===== src/rtl/pixel_unpacker_pkg.sv =====
// pixel_unpacker_pkg: shared video geometry, byte-lane layout and phase type
package pixel_unpacker_pkg;
  localparam int X_SIZE_DEF = 640;
  localparam int Y_SIZE_DEF = 480;
  localparam int PIX_W = 24;
  localparam int R_LSB = 16;
  localparam int G_LSB = 8;
  localparam int B_LSB = 0;
  typedef enum logic [1:0] {PH0, PH1, PH2} phase_t;
  function automatic int words_per_line(input int x_size);
    return 3 * x_size / 4;
  endfunction
endpackage


===== src/rtl/pixel_unpacker_if.sv =====
// pixel_unpacker_if: packed-word input stream plus unpacked pixel output stream
interface pixel_unpacker_if;
  logic [31:0] s_tdata;
  logic [3:0]  s_tkeep;
  logic        s_tlast;
  logic        s_tuser;
  logic        s_tvalid;
  logic        s_tready;
  logic [7:0]  r;
  logic [7:0]  g;
  logic [7:0]  b;
  logic        pix_valid;
  logic        pix_ready;
  logic        pix_sof;
  logic        pix_eol;
  logic        err_sof;
  logic        err_eol;
  logic        err_keep;
  logic        frame_done;
  modport slave (
    input  s_tdata, s_tkeep, s_tlast, s_tuser, s_tvalid, pix_ready,
    output s_tready, r, g, b, pix_valid, pix_sof, pix_eol, err_sof, err_eol, err_keep, frame_done
  );
  modport master (
    output s_tdata, s_tkeep, s_tlast, s_tuser, s_tvalid, pix_ready,
    input  s_tready, r, g, b, pix_valid, pix_sof, pix_eol, err_sof, err_eol, err_keep, frame_done
  );
endinterface


===== src/rtl/pixel_slot_reg.sv =====
// pixel_slot_reg: registered output pixel slot backed by one pending slot
module pixel_slot_reg #(
  parameter int W = 24
) (
  input  logic         clk,
  input  logic         rst,
  input  logic         i_load,
  input  logic [W-1:0] i_data,
  input  logic         i_pend_load,
  input  logic [W-1:0] i_pend_data,
  input  logic         i_ready,
  output logic         o_valid,
  output logic [W-1:0] o_data,
  output logic         o_pend_valid
);
  logic         r_valid;
  logic         r_pend_valid;
  logic [W-1:0] r_data;
  logic [W-1:0] r_pend;
  // a load only happens when the output slot is free or leaving and pending is empty
  always_ff @(posedge clk or posedge rst) begin
    if (rst) begin
      r_valid      <= 1'b0;
      r_pend_valid <= 1'b0;
      r_data       <= '0;
      r_pend       <= '0;
    end else if (i_load) begin
      r_valid      <= 1'b1;
      r_data       <= i_data;
      r_pend_valid <= i_pend_load;
      r_pend       <= i_pend_data;
    end else if (r_valid && i_ready) begin
      r_valid      <= r_pend_valid;
      r_pend_valid <= 1'b0;
      if (r_pend_valid) r_data <= r_pend;
    end
  end
  assign o_valid      = r_valid;
  assign o_data       = r_data;
  assign o_pend_valid = r_pend_valid;
endmodule


===== src/rtl/pixel_unpacker.sv =====
// pixel_unpacker: unpacks 3 packed 32-bit words into 4 RGB888 pixels with framing checks
module pixel_unpacker
  import pixel_unpacker_pkg::*;
#(
  parameter int X_SIZE = X_SIZE_DEF,
  parameter int Y_SIZE = Y_SIZE_DEF
) (
  input  logic              aclk,
  input  logic              areset,
  pixel_unpacker_if.slave   bus
);
  localparam int WPL = words_per_line(X_SIZE);
  localparam int XW  = $clog2(X_SIZE);
  localparam int YW  = $clog2(Y_SIZE);
  localparam int WW  = $clog2(WPL);
  localparam logic [XW-1:0] X_LAST  = XW'(X_SIZE - 1);
  localparam logic [YW-1:0] Y_LAST  = YW'(Y_SIZE - 1);
  localparam logic [WW-1:0] WX_LAST = WW'(WPL - 1);

  phase_t             r_phase;
  phase_t             w_phase;
  phase_t             w_phase_nxt;
  logic [23:0]        r_res;
  logic [23:0]        w_res_nxt;
  logic [PIX_W-1:0]   w_pix;
  logic [PIX_W-1:0]   w_out_pix;
  logic               w_load_pend;
  logic               w_pix_valid;
  logic               w_pend_valid;
  logic               w_word_fire;
  logic               w_pix_fire;
  logic [XW-1:0]      r_x;
  logic [YW-1:0]      r_y;
  logic [WW-1:0]      r_wx;
  logic [YW-1:0]      r_wy;
  logic [WW-1:0]      w_wx;
  logic [YW-1:0]      w_wy;
  logic               r_err_sof;
  logic               r_err_eol;
  logic               r_err_keep;
  logic               r_frame_done;

  assign bus.s_tready = !w_pend_valid && (!w_pix_valid || bus.pix_ready);
  assign w_word_fire  = bus.s_tvalid && bus.s_tready;
  assign w_pix_fire   = w_pix_valid && bus.pix_ready;
  assign w_wx         = bus.s_tuser ? '0 : r_wx;
  assign w_wy         = bus.s_tuser ? '0 : r_wy;

  // phase register and byte residue carried between words of a group
  always_ff @(posedge aclk or posedge areset) begin
    if (areset) begin
      r_phase <= PH0;
      r_res   <= '0;
    end else begin
      r_phase <= w_phase_nxt;
      r_res   <= w_res_nxt;
    end
  end

  // a frame-start word restarts the group at phase 0, dropping any residue
  always_comb begin
    w_phase     = bus.s_tuser ? PH0 : r_phase;
    w_phase_nxt = r_phase;
    w_res_nxt   = r_res;
    w_pix       = bus.s_tdata[23:0];
    w_load_pend = 1'b0;
    if (w_word_fire) begin
      case (w_phase)
        PH0: begin
          w_phase_nxt = PH1;
          w_res_nxt   = {16'h0, bus.s_tdata[31:24]};
        end
        PH1: begin
          w_phase_nxt = PH2;
          w_pix       = {bus.s_tdata[15:0], r_res[7:0]};
          w_res_nxt   = {bus.s_tdata[31:16], 8'h0};
        end
        default: begin
          w_phase_nxt = PH0;
          w_pix       = {bus.s_tdata[7:0], r_res[23:8]};
          w_load_pend = 1'b1;
        end
      endcase
    end
  end

  pixel_slot_reg #(.W(PIX_W)) u_slot (
    .clk          (aclk),
    .rst          (areset),
    .i_load       (w_word_fire),
    .i_data       (w_pix),
    .i_pend_load  (w_load_pend),
    .i_pend_data  (bus.s_tdata[31:8]),
    .i_ready      (bus.pix_ready),
    .o_valid      (w_pix_valid),
    .o_data       (w_out_pix),
    .o_pend_valid (w_pend_valid)
  );

  // input word/line position and sticky framing checks on every accepted word
  always_ff @(posedge aclk or posedge areset) begin
    if (areset) begin
      r_wx       <= '0;
      r_wy       <= '0;
      r_err_sof  <= 1'b0;
      r_err_eol  <= 1'b0;
      r_err_keep <= 1'b0;
    end else if (w_word_fire) begin
      r_wx       <= (w_wx == WX_LAST) ? '0 : w_wx + WW'(1);
      r_wy       <= (w_wx != WX_LAST) ? w_wy : (w_wy == Y_LAST) ? '0 : w_wy + YW'(1);
      r_err_sof  <= r_err_sof || (bus.s_tuser != (r_wx == '0 && r_wy == '0));
      r_err_eol  <= r_err_eol || (bus.s_tlast != (w_wx == WX_LAST));
      r_err_keep <= r_err_keep || (bus.s_tkeep != 4'hF);
    end
  end

  // output pixel coordinates; a frame-start word points them at the next pixel out
  always_ff @(posedge aclk or posedge areset) begin
    if (areset) begin
      r_x          <= '0;
      r_y          <= '0;
      r_frame_done <= 1'b0;
    end else begin
      r_frame_done <= w_pix_fire && r_x == X_LAST && r_y == Y_LAST;
      if (w_word_fire && bus.s_tuser) begin
        r_x <= '0;
        r_y <= '0;
      end else if (w_pix_fire) begin
        r_x <= (r_x == X_LAST) ? '0 : r_x + XW'(1);
        r_y <= (r_x != X_LAST) ? r_y : (r_y == Y_LAST) ? '0 : r_y + YW'(1);
      end
    end
  end

  assign bus.r          = w_out_pix[R_LSB +: 8];
  assign bus.g          = w_out_pix[G_LSB +: 8];
  assign bus.b          = w_out_pix[B_LSB +: 8];
  assign bus.pix_valid  = w_pix_valid;
  assign bus.pix_sof    = w_pix_valid && r_x == '0 && r_y == '0;
  assign bus.pix_eol    = w_pix_valid && r_x == X_LAST;
  assign bus.err_sof    = r_err_sof;
  assign bus.err_eol    = r_err_eol;
  assign bus.err_keep   = r_err_keep;
  assign bus.frame_done = r_frame_done;
endmodule

===== src/flat_wrapper.sv =====
// flat-port wrapper written by rule: the top's interface ports become plain ports
module pixel_unpacker_flat import pixel_unpacker_pkg::*;
#(
  parameter int X_SIZE = X_SIZE_DEF,
  parameter int Y_SIZE = Y_SIZE_DEF
)
  (aclk, areset, bus_s_tdata, bus_s_tkeep, bus_s_tlast, bus_s_tuser, bus_s_tvalid, bus_pix_ready, bus_s_tready, bus_r, bus_g, bus_b, bus_pix_valid, bus_pix_sof, bus_pix_eol, bus_err_sof, bus_err_eol, bus_err_keep, bus_frame_done);
  pixel_unpacker_if bus_i ();
  input  logic aclk;
  input  logic areset;
  input wire logic [$bits(bus_i.s_tdata)-1:0] bus_s_tdata;
  input wire logic [$bits(bus_i.s_tkeep)-1:0] bus_s_tkeep;
  input wire logic [$bits(bus_i.s_tlast)-1:0] bus_s_tlast;
  input wire logic [$bits(bus_i.s_tuser)-1:0] bus_s_tuser;
  input wire logic [$bits(bus_i.s_tvalid)-1:0] bus_s_tvalid;
  input wire logic [$bits(bus_i.pix_ready)-1:0] bus_pix_ready;
  output wire logic [$bits(bus_i.s_tready)-1:0] bus_s_tready;
  output wire logic [$bits(bus_i.r)-1:0] bus_r;
  output wire logic [$bits(bus_i.g)-1:0] bus_g;
  output wire logic [$bits(bus_i.b)-1:0] bus_b;
  output wire logic [$bits(bus_i.pix_valid)-1:0] bus_pix_valid;
  output wire logic [$bits(bus_i.pix_sof)-1:0] bus_pix_sof;
  output wire logic [$bits(bus_i.pix_eol)-1:0] bus_pix_eol;
  output wire logic [$bits(bus_i.err_sof)-1:0] bus_err_sof;
  output wire logic [$bits(bus_i.err_eol)-1:0] bus_err_eol;
  output wire logic [$bits(bus_i.err_keep)-1:0] bus_err_keep;
  output wire logic [$bits(bus_i.frame_done)-1:0] bus_frame_done;
  assign bus_i.s_tdata = bus_s_tdata;
  assign bus_i.s_tkeep = bus_s_tkeep;
  assign bus_i.s_tlast = bus_s_tlast;
  assign bus_i.s_tuser = bus_s_tuser;
  assign bus_i.s_tvalid = bus_s_tvalid;
  assign bus_i.pix_ready = bus_pix_ready;
  assign bus_s_tready = bus_i.s_tready;
  assign bus_r = bus_i.r;
  assign bus_g = bus_i.g;
  assign bus_b = bus_i.b;
  assign bus_pix_valid = bus_i.pix_valid;
  assign bus_pix_sof = bus_i.pix_sof;
  assign bus_pix_eol = bus_i.pix_eol;
  assign bus_err_sof = bus_i.err_sof;
  assign bus_err_eol = bus_i.err_eol;
  assign bus_err_keep = bus_i.err_keep;
  assign bus_frame_done = bus_i.frame_done;
  pixel_unpacker #(.X_SIZE(X_SIZE), .Y_SIZE(Y_SIZE)) u_core (.aclk(aclk), .areset(areset), .bus(bus_i));
endmodule

===== config.mk =====
export PLATFORM = sky130hd
export DESIGN_NAME = pixel_unpacker_flat
export DESIGN_NICKNAME = d
export VERILOG_FILES = /design/src/rtl/pixel_unpacker_pkg.sv /design/src/rtl/pixel_unpacker_if.sv /design/src/rtl/pixel_slot_reg.sv /design/src/rtl/pixel_unpacker.sv /design/src/flat_wrapper.sv
export SDC_FILE = /design/constraint.sdc
export NUM_CORES = 1
export LEC_CHECK = 0
export CORE_ASPECT_RATIO = 2
export CORE_UTILIZATION = 60
export DETAILED_ROUTE_END_ITERATION = 10
export DONT_BUFFER_PORTS = 1
export PLACE_DENSITY_LB_ADDON = 0.25
export SLEW_MARGIN = 15
export SYNTH_ARGS = -nofsm -noshare
export SYNTH_HDL_FRONTEND = slang
export SYNTH_SLANG_ARGS = --single-unit

===== constraint.sdc =====
create_clock -name aclk -period 7.3 [get_ports aclk]
set_input_delay 1.095 -clock aclk [delete_from_list [all_inputs] [get_ports aclk]]
set_output_delay 1.095 -clock aclk [all_outputs]
set_load 0.02 [all_outputs]

== Word-level counts from Yosys, hierarchy flattened ==
Cells that the tools add are included.

* Bits in registers: 117
* Output and inout port bits: 32

* Add/subtract/negate cells: 4
* Equal/unequal tests: 11
* Multiplexer cells: 24
* Reductions and logical operators: 29

{| class="wikitable"
|+ Operators by type and width
! kind !! count
|-
| case mux 24 bit (2 select lines) || 2
|-
| 2-to-1 mux 9 bit || 9
|-
| 2-to-1 mux 24 bit || 3
|-
| 2-to-1 mux 10 bit || 3
|-
| adder 9 x 1 -> 9 bit (second input constant) || 3
|-
| == test 9 bit (second input constant) || 3
|-
| zero test 9 bit || 3
|-
| adder 10 x 1 -> 10 bit (second input constant) || 1
|-
| == test 10 bit (second input constant) || 1
|-
| logical AND 1 bit || 10
|-
| zero test 10 bit || 1
|-
| != test 10 bit (second input constant) || 1
|-
| != test 9 bit (second input constant) || 1
|-
| nonzero test 2 bit || 4
|-
| AND reduction 2 bit || 3
|-
| 2-to-1 mux 1 bit || 5
|-
| logical OR 1 bit || 4
|-
| != test 4 bit (second input constant) || 1
|-
| case mux 2 bit (2 select lines) || 1
|-
| == test 2 x 1 -> 1 bit (second input constant) || 1
|-
| zero test 1 bit || 2
|-
| zero test 2 bit || 1
|-
| 2-to-1 mux 2 bit || 1
|-
| != test 1 bit || 2
|-
| other kinds (2) || 2
|}

== Depth between registers and ports, before layout ==
Gate-level depths: netlist of the first run.

* Depth after elaboration: 7
* Gate-level depth with buffers: 8
* Gate-level depth less buffers: 6

== Hierarchy ==
Synthesis of the first run repeated with hierarchy kept, for this count alone.

* Cell total of the unflattened synthesis: 585
* Area total of the unflattened synthesis: 6,182.2 um^2

{| class="wikitable"
|+ By module, submodules not included
! module !! instances !! cells each !! area an instance (um^2) !! seq. area each (um^2)
|-
| pixel_unpacker || 1 || 393 || 3,847.4 || 1,676.6
|-
| pixel_slot_reg || 1 || 192 || 2,334.7 || 1,251.2
|}

== Least setup slack after synthesis of the first run ==
Ideal clock, no wire load.

* Path type: input port to flip-flop
* From: input port bus_s_tuser
* To: register u_core.r_wx[8]
* Setup time: 0.124 ns
* Arrival: 2.961 ns
* Path slack: 4.215 ns
* Cell stages on the path: 8
* Path buffers: 2
* Cells stage by stage: buf_2 -> buf_1 -> nor2b_1 -> ha_1 -> nand4b_1 -> nor3_2 -> and4b_1 -> a211o_1

* Longest elaborated chain between the ends: 3
* Elaborated cells on any way between the ends: 4
* Classes of those cells: add/sub (1); eq/ne (1); mux (2)

{| class="wikitable"
|+ Ends and longest elaborated chain
! item !! line !! RTL
|-
| start: declaration || flat_wrapper.sv:14 || <nowiki>input wire logic [$bits(bus_i.s_tuser)-1:0] bus_s_tuser;</nowiki>
|-
| 2-to-1 mux 9 bit * || pixel_unpacker.sv:46 || <nowiki>assign w_wx = bus.s_tuser ? '0 : r_wx;</nowiki>
|-
| adder 9 x 1 -> 9 bit / == test 9 bit (equally long branches) || pixel_unpacker.sv:109 || <nowiki>r_wx <= (w_wx == WX_LAST) ? '0 : w_wx + WW'(1);</nowiki>
|-
| 2-to-1 mux 9 bit * || pixel_unpacker.sv:109 ||
|-
| end signal: assignment || pixel_unpacker.sv:109 ||
|-
| end: declaration || pixel_unpacker.sv:34 || <nowiki>logic [WW-1:0] r_wx;</nowiki>
|}

Mark *: on every way between the ends. The rest lies on a longest branch, timed or not.
A chain may end at the register's enable or synchronous reset.

== Worst setup path after layout of the first run ==
* From: register u_core.u_slot.r_valid, in the netlist u_core.u_slot.o_valid
* To: output port bus_pix_sof

* Longest elaborated chain between the ends: 2

{| class="wikitable"
|+ Ends and longest elaborated chain
! item !! line !! RTL
|-
| start: declaration || pixel_slot_reg.sv:16 || <nowiki>logic r_valid;</nowiki>
|-
| start signal: assignment || pixel_slot_reg.sv:33 || <nowiki>r_valid <= r_pend_valid;</nowiki>
|-
| logical AND 1 bit (2 in a row) || pixel_unpacker.sv:139 || <nowiki>assign bus.pix_sof = w_pix_valid && r_x == '0 && r_y == '0;</nowiki>
|-
| end: declaration || flat_wrapper.sv:22 || <nowiki>output wire logic [$bits(bus_i.pix_sof)-1:0] bus_pix_sof;</nowiki>
|}

No other way between the ends.

==> results of run 1 <==
area by class of cell:
class,count,share of cell area (%)
inverter,24,1.42
sequential,117,44.8
timing repair buffer,7,0.804
multi-input combinational,446,42.6
clock inverter,5,0.421
clock buffer,23,7.46
tap,132,2.53
worst register-to-register path: stages (launching register included):
cell and delay (ps):
dfrtp_1 870, nor2b_1 840, or2_2 1010, nor3_1 140, a211o_1 270
cell usage after synthesis, types with 4 or more instances:
| master | n | area share [%] |
|---|---|---|
| dfrtp_1 | 117 | 49 |
| nand2_1 | 105 | 6.6 |
| o21ai_0 | 35 | 2.9 |
| a21oi_1 | 34 | 2.8 |
| clkbuf_1 | 32 | 2.0 |
| nand3_1 | 31 | 2.6 |
| a22o_1 | 26 | 3.8 |
| inv_1 | 24 | 1.5 |
| a22oi_1 | 19 | 2.4 |
| nor2_1 | 18 | 1.1 |
| nor2b_1 | 16 | 1.7 |
| nor4_1 | 16 | 1.7 |
| mux2i_1 | 15 | 2.5 |
| a222oi_1 | 10 | 1.7 |
| buf_2 | 9 | 0.75 |
| o211a_1 | 9 | 1.5 |
| xnor2_1 | 8 | 1.2 |
| nand4_1 | 7 | 0.73 |
| buf_1 | 6 | 0.38 |
| or3_1 | 6 | 0.63 |
| a21o_1 | 5 | 0.63 |
| ha_1 | 5 | 1.0 |
| nor3_1 | 5 | 0.42 |
| o211ai_1 | 5 | 0.63 |
| o31ai_1 | 5 | 0.63 |
| a31oi_1 | 4 | 0.42 |
| a32oi_1 | 4 | 0.59 |
| and4b_1 | 4 | 0.67 |
| nand3b_1 | 4 | 0.50 |
| nand4b_1 | 4 | 0.59 |
flip-flops by register name (all words and copies together) (netlist names), 2 cells and up:
| signal | cells |
|---|---|
| u_core.r_wx | 9 |
| u_core.r_res | 24 |
| u_core.r_wy | 9 |
| u_core.r_phase | 2 |
| u_core.u_slot.o_data | 24 |
| u_core.r_x | 10 |
| u_core.u_slot.r_pend | 24 |
| u_core.r_y | 9 |
stage by stage:
stage	total power, W	instances
6_report	0.00232	754
5_1_grt	0.00244	754
4_1_cts	0.00232	754
3_5_place_dp	0.00158	726
3_3_place_gp	0.00156	726
2_1_floorplan	0.00144	634
power breakdown:
| group | total (W) | switching (W) | internal [W] |
|---|---|---|---|
| logic | 0.000481 | 0.000274 | 0.000207 |
| clock network | 0.000737 | 0.000279 | 0.000458 |
| registers | 0.00111 | 0.000274 | 0.000831 |
| total | 0.00232 | 0.000827 | 0.00150 |
worst min path at each step:
stage | start | cells after the start | end | slack [ps]
2_1_floorplan | u_core.u_slot.r_pend[13] | 2 | u_core.u_slot.r_pend[13] | 440
3_3_place_gp | u_core.u_slot.r_pend[5] | 2 | u_core.u_slot.r_pend[5] | 460
3_5_place_dp | u_core.u_slot.r_pend[2] | 2 | u_core.u_slot.r_pend[2] | 460
4_1_cts | u_core.u_slot.r_pend[2] | 2 | u_core.u_slot.r_pend[2] | 470
5_1_grt | u_core.u_slot.r_pend[2] | 2 | u_core.u_slot.r_pend[2] | 490
6_report | u_core.u_slot.r_pend[2] | 2 | u_core.u_slot.r_pend[2] | 480
kinds of logic after synthesis:
logic type,share of synthesized area [%]
compound gates,21.4
xor+xnor,1.47
fa+ha+maj,1.05
buf+inv,4.65
flops,49.0
mux,2.70
simple gates,19.7
layer usage:
layer / vias up / global-route usage, %
met1: 2532 / 34.6
met5: - / 0
li1: 2283 / -
met2: 238 / 55.8
met4: 0 / 17.4
met3: 58 / 9.24
layout by cell type, fill, tap and decap left out, types with 6 or more instances in the layout:
cell         n
mux2i_1     15
nand2_1    105
a222oi_1    10
a22o_1      26
a21oi_1     34
inv_1       23
o21ai_0     35
clkbuf_16   17
nand4_1      7
a22oi_1     19
or3_1        6
nor2b_1     15
o211a_1      9
xnor2_1      8
dfrtp_1    117
buf_4        7
nand3_1     31
nor2_1      17
nor4_1      15
==> flow_summary.json, run 1 <==
{
  "status": "complete, no violations",
  "cts_tree": "built",
  "cts-buffers-inserted": 17,
  "first_pass_iters": 7,
  "cp_slowest_stage_delay_ps": 870,
  "routedWlPerCell_um": 21.0,
  "p_leak_nw": 2.97,
  "path_buf_inv": 1,
  "grt_use_total_pct": 32.2,
  "critPathLaunch": "u_core.u_slot.o_valid",
  "cap_violations": 0,
  "antenna_found_initial": 0,
  "area_growth_pct": 9.45,
  "r2r_cells": 4,
  "clock_skew_ps": 7.23,
  "route.vias.total": 5111,
  "die_area_sq_um": 10400,
  "cts.path.max_buffers": 2,
  "grt-ovfl-total": 0,
  "crit_family": "simple AND/OR/NAND/NOR gates",
  "slowest_stage": "dfrtp_1",
  "yosysUniqueCellTypes": 62,
  "avgSynthCellArea_sq_um": 9.42,
  "tightest_slew_ps": 1130,
  "met2WireLength_mm": 8.54,
  "synth_nets": 681,
  "startpoint_type": "flop",
  "register_area_sq_um": 2930,
  "root_buffer": "clkbuf_16",
  "htreeDepth": 4,
  "crit_end": "bus_pix_sof",
  "rrSetupSlack_ps": 4060,
  "wl_met1_mm": 5.63,
  "cp.arrival_ps": 2650,
  "hold_class": "flop to flop",
  "rsz0062_at_grt": "false",
  "final.setup.tns_ps": 0,
  "die_width_um": 72.6,
  "rr_startpoint": "u_core.u_slot.o_valid",
  "io_buffers": 0,
  "gp_congestion": 0.839,
  "cts_sinks": 117,
  "synth_edf_count": 0,
  "synth-main-ff-cell": "dfrtp_1",
  "coreArea_sq_um": 9700,
  "grt_max_degree": 63,
  "ys_seq_area_share_pct": 49.0,
  "setup_viol": 0,
  "grt_first_pass_wirelength_mm": 25.3,
  "ant_nets": 0,
  "slew_viol_final": 0,
  "post-route-period-util_pct": 51.3,
  "num-fill-cells": 800,
  "start_util_pct": 61.6,
  "drc": 0,
  "period_minus_slack_ps": 3750,
  "clkLatencyLatePin_ps": 420,
  "ios": 74,
  "fmax_mhz": 267,
  "ctsHoldBuffers": 0,
  "syn_inst": 634,
  "antenna_cells": 0,
  "hpwl_mm": 10.2,
  "num_rows": 51,
  "dr_wl_met3_mm": 1.14,
  "drive_above_1_share_pct": 7.07,
  "multiInputGateArea_sq_um": 2790,
  "required_ps": 6200,
  "cts_setup_buffers": 0,
  "place_ws_ps": 3990,
  "relSlewSlack_pct": 24.3,
  "fin_nets": 660,
  "top_layer": "met4",
  "crit_type": "flop to output pin",
  "synth_warnings": 0,
  "placed_cell_area_sq_um": 6020,
  "worst-path-stages": 4,
  "syn-cell-area_sq_um": 5970,
  "clk_pin_slew_worst_paths_ps": 50,
  "fin_util_pct": 67.4,
  "postCtsResizedCells": 0,
  "hold_ws_ps": 477,
  "grt_pass1_vias": 5130,
  "powerDensity_nw_per_um2": 355,
  "wl_mm": 15.8,
  "reg2reg_to": "u_core.r_wx[8]",
  "finish.instance_area_sq_um": 6540,
  "crit_chain": "inv_1 -> nor4_1 -> nand3_1 -> nor4bb_1",
  "hold_violations": 0,
  "die_y_um": 143,
  "async_reset_ff_share_pct": 100,
  "dr.first_iter.drc_count": 500,
  "ir_drop_mv": 0.228,
  "path_max_fanout": 18,
  "ys_ff_latch": 117,
  "end_kind": "output pin",
  "setup_slack_ps": 3550,
  "via_per_inst": 6.78
}
Note: power is estimated with default switching activity, not from simulation.
==> run 2, diff against run 1 <==
==> constraint.sdc (replaced) <==
create_clock -name aclk -period 3.95 [get_ports aclk]
set_input_delay 0.5925 -clock aclk [delete_from_list [all_inputs] [get_ports aclk]]
set_output_delay 0.5925 -clock aclk [all_outputs]
set_load 0.02 [all_outputs]
==> run 2 against run 1 <==
Effect of this change: die area unchanged; critical path type unchanged; cell count up 1.2%; clock-buffer cell count unchanged; hold slack worse by 330 ps; sequential power up 82%; total power up 98%.
==> flow_summary.json, run 2 (same netlist as run 1, synthesis figures left out) <==
{
  "status": "complete, no violations",
  "period_minus_slack_ps": 2640,
  "antenna_cells": 0,
  "die_area_sq_um": 10400,
  "start_util_pct": 61.6,
  "ios": 74,
  "path_buf_inv": 3,
  "num_rows": 51,
  "hpwl_mm": 10.2,
  "hold_class": "primary input to async pin",
  "cts_sinks": 117,
  "cp_slowest_stage_delay_ps": 340,
  "path_max_fanout": 17,
  "reg2reg_to": "u_core.r_wx[8]",
  "clkLatencyLatePin_ps": 420,
  "post-route-period-util_pct": 66.8,
  "dp.cells": 731,
  "slowest_stage": "dfrtp_1",
  "die_y_um": 143,
  "ir_drop_mv": 0.569,
  "postCtsResizedCells": 0,
  "crit_top_cell": "buf_4",
  "grt_first_pass_wirelength_mm": 25.6,
  "grt_use_total_pct": 32.4,
  "die_width_um": 72.6,
  "final.setup.tns_ps": 0,
  "stdcell_count": 763,
  "cp.arrival_ps": 2050,
  "route.vias.total": 5147,
  "io_buffers": 0,
  "num-fill-cells": 740,
  "rsz0062_at_grt": "false",
  "root_buffer": "clkbuf_16",
  "cts_setup_buffers": 0,
  "wl_mm": 15.6,
  "ctsHoldBuffers": 0,
  "antenna_found_initial": 0,
  "grt_max_degree": 61,
  "via_per_inst": 6.75,
  "cts.path.max_buffers": 2,
  "p_leak_nw": 3.06,
  "dr.first_iter.drc_count": 487,
  "cap_violations": 0,
  "required_ps": 3360,
  "slew_viol_final": 0,
  "routedWlPerCell_um": 20.4,
  "ant_nets": 0,
  "drc": 0,
  "fin_nets": 665,
  "grt-ovfl-total": 0,
  "relSlewSlack_pct": 25.6,
  "rr_startpoint": "u_core.u_slot.o_pend_valid",
  "clock_skew_ps": 9.31,
  "startpoint_type": "flop",
  "coreArea_sq_um": 9700,
  "drive_above_1_share_pct": 8.40,
  "crit_family": "simple AND/OR/NAND/NOR gates",
  "cts_tree": "built",
  "crit_chain": "buf_4 -> inv_1 -> nor4_1 -> nand3_1 -> nor4bb_1 -> buf_4",
  "area_growth_pct": 12.1,
  "hold_violations": 0,
  "gp_congestion": 0.841,
  "tightest_slew_ps": 1120,
  "first_pass_iters": 6,
  "crit_type": "flop to output pin",
  "clk_pin_slew_worst_paths_ps": 50,
  "setup_viol": 0,
  "layout_common_cells": "dfrtp_1, nand2_1, o21ai_0",
  "rrSetupSlack_ps": 1360,
  "htreeDepth": 4,
  "cts-buffers-inserted": 17,
  "fmax_mhz": 379,
  "powerDensity_nw_per_um2": 687,
  "final_common_cell": "dfrtp_1",
  "end_kind": "output pin",
  "grt_pass1_vias": 5235,
  "r2r_cells": 4
}
run 2: changes by cell type in the layout (fill, tap and decap cells not counted):
cell / before / now
bufinv_16: 0 / 4
buf_4: 7 / 12
run 2: how the worst max path moves through the flow:
stage / from / endpoint / depth (start not counted)
floorplan: areset / u_core.bus.err_eol / 1
global placement: bus_s_tuser / u_core.r_wx[8] / 6
detailed placement: bus_s_tuser / u_core.r_wx[8] / 6
CTS: u_core.u_slot.o_valid / bus_pix_sof / 6
global route: u_core.u_slot.o_pend_valid / u_core.r_wx[5] / 4
finish: u_core.u_slot.o_valid / bus_pix_sof / 6
run 2: stage by stage:
step	instance area (sq um)	hold WS, ps	setup slack [ps]	total power, W	util, %
after global routing	6700	211	1100	0.00480	69.0
after detailed placement	6060	462	1300	0.00294	62.5
final	6700	148	1310	0.00460	69.0
after CTS	6700	176	1310	0.00459	69.0
after global placement	6060	458	1360	0.00290	62.5
after floorplan	5970	442	257	0.00266	-
run 2: per-layer routing:
layer / routed length [um] / share of wire (%) / track usage (%)
met1: 5570 / 36 / 35.0
met2: 8470 / 54 / 56.6
met3: 1050 / 6.7 / 9.39
met4: 492 / 3.2 / 16.0
met5: 0 / 0 / 0
run 2: final cells by class:
cell class | count | area (sq um) | area share (%)
Timing Repair Buffer | 12 | 90.1 | 1.35
Multi-Input combinational cell | 446 | 2790 | 41.6
Tap cell | 132 | 165 | 2.47
Clock inverter | 9 | 148 | 2.20
Inverter | 24 | 92.6 | 1.38
Clock buffer | 23 | 488 | 7.29
Sequential cell | 117 | 2930 | 43.7
run 2: worst reg2reg max path: cells and delay by family, from the launching register on:
family / cells / cell delay [ps]
and+or+nand+nor: 3 / 1550
DFF: 1 / 670
AOI/OAI and AO/OA: 1 / 260
run 2: power by group:
| group | internal (W) | leakage (nW) | switching, W |
|---|---|---|---|
| clock | 0.00112 | 0.313 | 0.000533 |
| combinational | 0.000394 | 1.26 | 0.000533 |
| sequential | 0.00154 | 1.48 | 0.000485 |
==> run 3, diff against run 2 <==
--- a/config.mk
+++ b/config.mk
@@ -6,7 +6,7 @@
 export NUM_CORES = 1
 export LEC_CHECK = 0
 export CORE_ASPECT_RATIO = 2
-export CORE_UTILIZATION = 60
+export CORE_UTILIZATION = 58
 export DETAILED_ROUTE_END_ITERATION = 10
 export DONT_BUFFER_PORTS = 1
 export PLACE_DENSITY_LB_ADDON = 0.25
==> constraint.sdc (replaced) <==
create_clock -name aclk -period 2.2 [get_ports aclk]
set_input_delay 0.33 -clock aclk [delete_from_list [all_inputs] [get_ports aclk]]
set_output_delay 0.33 -clock aclk [all_outputs]
set_load 0.02 [all_outputs]
==> run 3 against run 2 <==
Effect of this change: hold slack lost 120 ps; sequential cell count is the same; clock-buffer cell count is the same; cell count grew 3.4%; first-iteration DRC count shrank 21%; critical endpoint is now bus_pix_eol; final area grew 4.2%; routed wire length grew 3.4%.
==> flow_summary.json, run 3 (same netlist as run 1, synthesis figures left out) <==
{
  "status": "complete, no violations",
  "crit_type": "flop to output pin",
  "setup_viol": 0,
  "route.vias.total": 5215,
  "cp_slowest_stage_delay_ps": 370,
  "grt-ovfl-total": 0,
  "layout_common_cells": "dfrtp_1, nand2_1, o21ai_0",
  "grt_pass1_vias": 5391,
  "cp.arrival_ps": 1800,
  "powerDensity_nw_per_um2": 1170,
  "p_leak_nw": 3.18,
  "finish.instance_area_sq_um": 6980,
  "htreeDepth": 4,
  "setup_slack_ps": 74.8,
  "coreArea_sq_um": 10100,
  "first_pass_iters": 5,
  "place_ws_ps": 24.0,
  "num-fill-cells": 762,
  "end_kind": "output pin",
  "num_rows": 52,
  "antenna_cells": 0,
  "cap_violations": 0,
  "path_max_fanout": 4,
  "register_area_sq_um": 2930,
  "area_growth_pct": 16.8,
  "grt_use_total_pct": 31.8,
  "slowest_stage": "dfrtp_1",
  "clk_pin_slew_worst_paths_ps": 50,
  "grt_first_pass_wirelength_mm": 25.8,
  "slew_viol_final": 0,
  "grt_max_degree": 118,
  "die_y_um": 146,
  "ant_nets": 0,
  "cts-buffers-inserted": 17,
  "ir_drop_mv": 0.857,
  "via_per_inst": 6.61,
  "period_minus_slack_ps": 2130,
  "post-route-period-util_pct": 96.6,
  "startpoint_type": "flop",
  "relSlewSlack_pct": 34.0,
  "drc": 0,
  "antenna_found_initial": 0,
  "fin_util_pct": 69.2,
  "crit_chain": "ha_2 -> nand4_1 -> buf_4 -> or3_4 -> nor2_4",
  "required_ps": 1870,
  "final_common_cell": "dfrtp_1",
  "fin_nets": 689,
  "rsz0062_at_grt": "true",
  "fmax_mhz": 471,
  "placed_cell_area_sq_um": 6280,
  "tightest_slew_ps": 988,
  "hpwl_mm": 10.6,
  "routedWlPerCell_um": 20.4,
  "cts_tree": "built",
  "cts.path.max_buffers": 2,
  "gp_congestion": 0.865,
  "hold_class": "primary input to flop",
  "root_buffer": "clkbuf_16",
  "hold_violations": 0,
  "wl_mm": 16.1,
  "die_width_um": 73.8,
  "ios": 74,
  "drive_above_1_share_pct": 13.6,
  "clock_skew_ps": 10.5,
  "start_util_pct": 59.2,
  "dr.first_iter.drc_count": 384,
  "clkLatencyLatePin_ps": 410,
  "multiInputGateArea_sq_um": 2870,
  "die_area_sq_um": 10700,
  "cts_sinks": 117,
  "io_buffers": 0,
  "final.setup.tns_ps": 0
}
-- run 3: cell types whose count changed in the layout (fill, tap and decap cells not counted), sizes merged --
cell,previous run,this run
inv,24,23
buf,12,35
dlygate4sd3,0,1
clkinvlp,1,5
clkinv,4,2
bufinv,4,2
-- run 3: worst paths after layout --
path	start	endpoint	slack [ps]	cells after the start
worst max-delay path	u_core.r_x[0]	bus_pix_eol	70	5
worst min-delay path	bus_s_tdata[21]	u_core.u_slot.r_pend[13]	20	2
worst max register to register	u_core.r_x[8]	u_core.r_y[2]	120	5
worst min register to register	u_core.u_slot.r_pend[8]	u_core.u_slot.r_pend[8]	480	2
max in group asynchronous	areset	u_core.u_slot.o_valid	1150	3
min in group asynchronous	areset	u_core.r_x[6]	550	3
-- run 3: power by group --
part	switching [W]	total [W]	internal [W]
sequential	0.000821	0.00358	0.00276
combinational	0.00105	0.00188	0.000830
clock	0.000956	0.00270	0.00174
-- run 3: metal layers --
metal / up-vias / GRT usage (%) / wire length, um
li1: 2344 / - / -
met4: 0 / 18.4 / 625
met1: 2594 / 33.5 / 5660
met2: 222 / 54.5 / 8690
met3: 55 / 8.80 / 1130
met5: - / 0 / 0
-- run 3: metrics by stage --
step / total power [W] / instances / hold WS (ps)
after floorplan: 0.00478 / 634 / 435
after global placement: 0.00531 / 752 / 427
after detailed placement: 0.00541 / 752 / 441
after CTS: 0.00814 / 786 / 9.55
after global routing: 0.00855 / 789 / 16.8
final: 0.00816 / 789 / 24.3
-- run 3: final cells by class --
| type | instances | area share (%) |
|---|---|---|
| clock inverters | 8 | 1.43 |
| flip-flops and latches | 117 | 42.0 |
| clock buffers | 23 | 6.85 |
| inverters | 24 | 1.35 |
| repair buffers | 36 | 4.81 |
| multi-input cells | 446 | 41.1 |
| well taps | 135 | 2.42 |
-- run 3: critical path: cells and delay by family, from the launching register on --
family,cells,cell delay (ps)
DFF,1,370
buffers and inverters,1,180
adders and majority gates,1,220
and+or+nand+nor,3,620
-- run 3: timing repair --
action                                  CTS  global route
hold buffers                              1             0
gates resized for setup                   6            10
pin swaps                                 2             4
buffers inserted                          2             3
hold endpoints to repair                  6             0
endpoints found under the setup margin    4            13
==> RTL change 1 (config.mk and constraints of run 2) <==
`r_res` no longer has a reset.
--- a/src/rtl/pixel_unpacker.sv
+++ b/src/rtl/pixel_unpacker.sv
@@ -51,9 +51,11 @@
     if (areset) begin
       r_phase <= PH0;
-      r_res   <= '0;
     end else begin
       r_phase <= w_phase_nxt;
-      r_res   <= w_res_nxt;
     end
+  end
+
+  always_ff @(posedge aclk) begin
+    r_res <= w_res_nxt;
   end
 
Function: no difference found for any inputs over 10 cycles, from zero or initial values and one cycle with areset high; that may be too few to reach the edited logic, so the function may still have changed.
==> RTL change 1 against run 2 <==
The run now ends with DRC left. Synthesized area decreased by 4.0%. Sequential cell count unchanged. Design area decreased by 4.9%. Power increased by 4.6%. Synthesized cell count decreased by 7.9%. Final cell count decreased by 9.4%. Worst setup slack got worse by 190 ps. Routed wire length decreased by 6.8%. Sequential power increased by 4%. Clock power decreased by 3%. Critical path type unchanged. Highest routed layer unchanged.
==> RTL change 1: results (changes against run 2) <==
- Layout Nets: 621 (was 665)
- First-pass GRT wire length: 23.3 mm (was 25.6 mm)
- Post-Place Setup Slack: 1370 ps (was 1300 ps)
- Pint: 3.12 mW (was 3.05 mW)
- FMAX: 0.353 GHz (was 0.379 GHz)
- Largest family of logic cells by synthesized area: simple AND/OR/NAND/NOR gates (was compound AO/OA/AOI/OAI gates)
- Sw Share: 35.1% (was 33.7%)
- Vias per Instance: 6.72 (was 6.75)
- P_leak: 2.73 nW (was 3.06 nW)
- Peak VDD IR: 0.452 mV (was 0.569 mV)
- XOR/XNOR Fraction of Synth Area: 1.53% (was 1.47%)
- Status: finished with violations (was finished, final reports clean)
- Met2 Resource Use GR: 55.0% (was 56.6%)
- Compound-gate portion of the synthesized area: 17.4% (was 21.4%)
- Met1 usage: 33.0% (was 35.0%)
- Largest net degree at the start of global routing: 87 (was 61)
- Post-Synth Adder-Cell Area: 1.09% (was 1.05%)
- Reg2reg path depth: 6 (was 4)
- Mux cell area share after synthesis: 1.26% (was 2.70%)
- Worst r2r src: u_core.u_slot.o_valid (was u_core.u_slot.o_pend_valid)
- Skew final: 8.51 ps (was 9.31 ps)
- Post-Syn Instances: 584 (was 634)
- Arr. time, crit path: 2240 ps (was 2050 ps)
- WL per Instance: 21.0 um (was 20.4 um)
- DRC: 10 (was 0)
- Post-synth top cells: nand2_1, dfrtp_1, o21ai_0, nor2_1, edfxtp_1 (was dfrtp_1, nand2_1, o21ai_0, a21oi_1, clkbuf_1)
- Failing checks: DRC
- Min Hold Slack: 113 ps (was 148 ps)
- Design area: 0.00637 mm2 (was 0.00670 mm2)
- HPWL Detailed: 9.94 mm (was 10.2 mm)
- Pre-Repair DR Iteration Count: 11 (was 6)
- Gate power share: 23.0% (was 20.2%)
- Slew margin rel.: 25.1% (was 25.6%)
- Seq pwr share: 43.8% (was 43.9%)
- Netlist cell types: 63 (was 62)
- Reg2reg end: u_core.u_slot.o_data[23] (was u_core.r_wx[8])
- Placed instance area: 0.00576 mm2 (was 0.00606 mm2)
- Fill count: 722 (was 740)
- Fin cells: 691 (was 763)
- Inst Count DP: 659 (was 731)
- CP max stage delay: 800 ps (was 340 ps)
- Slowest library cell on the worst path: nor4bb_1 (was dfrtp_1)
- Total GRT Usage: 31.0% (was 32.4%)
- Vias in the first global route: 4677 (was 5235)
- Routability congestion estimate: 0.906 (was 0.841)
- Crit path launch: u_core.r_y[0] (was u_core.u_slot.o_valid)
- Critical Path Fanout Max: 5 (was 17)
- Largest cells by area after synthesis: dfrtp_1, edfxtp_1, nand2_1 (was dfrtp_1, nand2_1, a22o_1)
- Met2 wire length: 8.06 mm (was 8.47 mm)
- Post-synthesis async set-or-reset flop share: 79.5% (was 100%)
- Reg2reg setup slack: 1430 ps (was 1360 ps)
RTL change 1: cell count changes after synthesis, sizes merged, moves of 10 or more:
cell    before  now
clkbuf      32   20
a22o        26    2
dfrtp      117   93
o22ai        0   10
and3         2   19
mux2i       15    5
nand2      105  119
nand3       31   14
inv         24   11
edfxtp       0   24
a21oi       35   20
nor2        18   28
RTL change 1: cells by family (layout without fill, tap and decap cells):
kind of cell,count (synthesis),count (layout)
multiplexers,7,7
flip-flops,117,117
AO/OA/AOI/OAI,144,144
buffers and inverters,48,51
XOR/XNOR,10,10
adder cells (fa/ha/maj),5,5
AND/OR/NAND/NOR,253,253
RTL change 1: area by class of cell:
| cell class | instances | area share (%) |
|---|---|---|
| clock buffer | 22 | 7.13 |
| sequential | 117 | 47.8 |
| timing repair buffer | 8 | 0.943 |
| inverter | 11 | 0.668 |
| clock inverter | 10 | 2.44 |
| multi-input combinational | 419 | 38.9 |
| tap | 104 | 2.04 |
==> RTL change 2 (settings of run 2) <==
Made on the original files. Set the package constant `X_SIZE_DEF` to 160 (it was 640).
--- a/src/rtl/pixel_unpacker_pkg.sv
+++ b/src/rtl/pixel_unpacker_pkg.sv
@@ -1,5 +1,5 @@
 // pixel_unpacker_pkg: shared video geometry, byte-lane layout and phase type
 package pixel_unpacker_pkg;
-  localparam int X_SIZE_DEF = 640;
+  localparam int X_SIZE_DEF = 160;
   localparam int Y_SIZE_DEF = 480;
   localparam int PIX_W = 24;
Check against the original RTL: same outputs for any inputs over 10 cycles, from zero or initial values and one cycle with areset high; that may be too few to reach the edited logic, so the function may still have changed.
==> RTL change 2 against run 2 <==
The run now ends with DRC left. Clock power fell by 10%. Non-clock buffer count down 4. Power is 0.46% higher. Worst setup slack worse by 100 ps. Utilization is essentially flat. Routed wire length is 5.3% lower. Design area fell by 6.5%. Final cell count shrank 10%. Sequential cell count fell by 4. Register-to-register slack got worse by 20 ps. Synthesized area is 5.2% lower. Clock skew is 1.4 ps lower.
==> RTL change 2: results (changes against run 2) <==
- First-pass GRT wire length: 23.2 mm (was 25.6 mm)
- Final Hold Vio Count: 0 (unchanged)
- CTS root buf: clkbuf_16 (unchanged)
- H-tree depth: 4 (unchanged)
- HPWL Detailed: 9.67 mm (was 10.2 mm)
- Initial antenna violation count: 0 (unchanged)
- P_leak: 2.82 nW (was 3.06 nW)
- Vias in the first global route: 4683 (was 5235)
- Max clock buf depth: 2 (unchanged)
- Failing checks: DRC
- DRC: 6 (was 0)
- HP Class: primary input to asynchronous set/reset pin (unchanged)
- Worst-path clk slew: 50 ps (about the same)
- Clock latency on the worst-skew pair: 410 ps
- Resized Gates After CTS: 0 (unchanged)
- Sw Share: 35.8% (was 33.7%)
- Netlist cell types: 55 (was 62)
- Total GRT Usage: 30.8% (was 32.4%)
- Largest cells by area after synthesis: dfrtp_1, nand2_1, a22oi_1 (was dfrtp_1, nand2_1, a22o_1)
- DR iter-0 viols: 288 (was 487)
- Arr. time, crit path: 2150 ps (was 2050 ps)
- Post-synth top cells: nand2_1, dfrtp_1, clkbuf_1, a22oi_1, a22o_1 (was dfrtp_1, nand2_1, o21ai_0, a21oi_1, clkbuf_1)
- Antenna diode count: 0 (unchanged)
- Most used flip-flop cell after synthesis: dfrtp_1 (unchanged)
- Skew final: 7.87 ps (was 9.31 ps)
- Routability congestion estimate: 0.888 (was 0.841)
- Layout cell share with drive strength beyond 1: 7.89% (was 8.40%)
- Post-synthesis async set-or-reset flop share: 100% (unchanged)
- WL per Instance: 21.5 um (was 20.4 um)
- Status: finished with violations (was finished, final reports clean)
- Compound-gate portion of the synthesized area: 21.3% (was 21.4%)
- Post-synth net total: 639 (was 681)
- Largest net degree at the start of global routing: 73 (was 61)
- Pre-Repair DR Iteration Count: 8 (was 6)
- Tightest Pin Transition: 973 ps (was 1120 ps)
- Post-synth EDFFs: 0 (unchanged)
- Mux cell area share after synthesis: 0.883% (was 2.70%)
- Critical Path Fanout Max: 14 (was 17)
- Layout Nets: 621 (was 665)
- Family with the most delay on the worst path: simple AND/OR/NAND/NOR gates (unchanged)
- Peak VDD IR: 0.521 mV (was 0.569 mV)
- Post-synthesis sequential area ratio: 49.9% (was 49.0%)
- Slowest library cell on the worst path: nor2b_1 (was dfrtp_1)
- CP max stage delay: 830 ps (was 340 ps)
- XOR/XNOR Fraction of Synth Area: 0.927% (was 1.47%)
- Buffers on Ports: 0 (unchanged)
- Vias per Instance: 7.01 (was 6.75)
- Total CTS buffers: 17 (unchanged)
- Post-Synth Adder-Cell Area: 1.10% (was 1.05%)
[RTL change 2: cell types whose count changed after synthesis, moves of 8 or more]
cell / change
a21oi_1: -15
nor4_1: -8
nand3_1: -19
mux2i_1: -10
o21ai_0: -20
inv_1: -13
a221o_1: +8
a22oi_1: +12
o2bb2ai_1: +8
nand2_1: +18
a222oi_1: -10
[RTL change 2: per-stage QoR]
step	hold slack [ps]	instance area [um2]	power [mW]	worst slack (ps)	cells
2_1_floorplan	439	5670	2.82	370	592
3_3_place_gp	452	5690	3.08	1510	657
3_5_place_dp	457	5690	3.13	1370	657
4_1_cts	259	6260	4.62	1220	685
5_1_grt	276	6260	4.84	1080	685
6_report	205	6260	4.62	1210	685
[RTL change 2: worst paths after layout]
kind / from / endpoint / slack (ps) / depth (start not counted)
min in group aclk: bus_s_tdata[11] / u_core.u_slot.r_pend[3] / 290 / 2
max: u_core.u_slot.o_valid / bus_s_tready / 1210 / 2
max reg2reg: u_core.u_slot.o_valid / u_core.u_slot.o_data[14] / 1340 / 4
max in group asynchronous: areset / u_core.r_wy[0] / 2800 / 2
min: areset / u_core.u_slot.o_data[6] / 200 / 1
min reg2reg: u_core.u_slot.r_pend[4] / u_core.u_slot.r_pend[4] / 470 / 2
[RTL change 2: final cells by class]
class / instances / area [um2]
well taps: 102 / 128
clock buffers: 22 / 484
repair buffers: 8 / 60.1
flip-flops and latches: 113 / 2830
multi-input cells: 423 / 2640
inverters: 11 / 43.8
fillers: 674 / 2810
clock inverters: 6 / 82.6
[RTL change 2: metal layers]
| metal | routed length, um | global-route usage, % |
|---|---|---|
| met3 | 987 | 8.18 |
| met2 | 7870 | 53.5 |
| met5 | 0 | 0 |
| met4 | 550 | 15.6 |
| met1 | 5340 | 33.9 |
[RTL change 2: cells by family after synthesis]
| group | Yosys count |
|---|---|
| compound gates | 162 |
| xor+xnor | 6 |
| fa+ha+maj | 5 |
| buf+inv | 56 |
| flops | 113 |
| mux | 5 |
| simple gates | 245 |
[RTL change 2: power by group through the flow]
stage,clock network (mW),registers (mW),logic [mW]
after global placement,0,2.05,1.04
after floorplan,0,1.90,0.924
after detailed placement,0,2.05,1.08
after global routing,1.54,2.09,1.21
after CTS,1.49,2.05,1.08
final,1.48,2.06,1.09
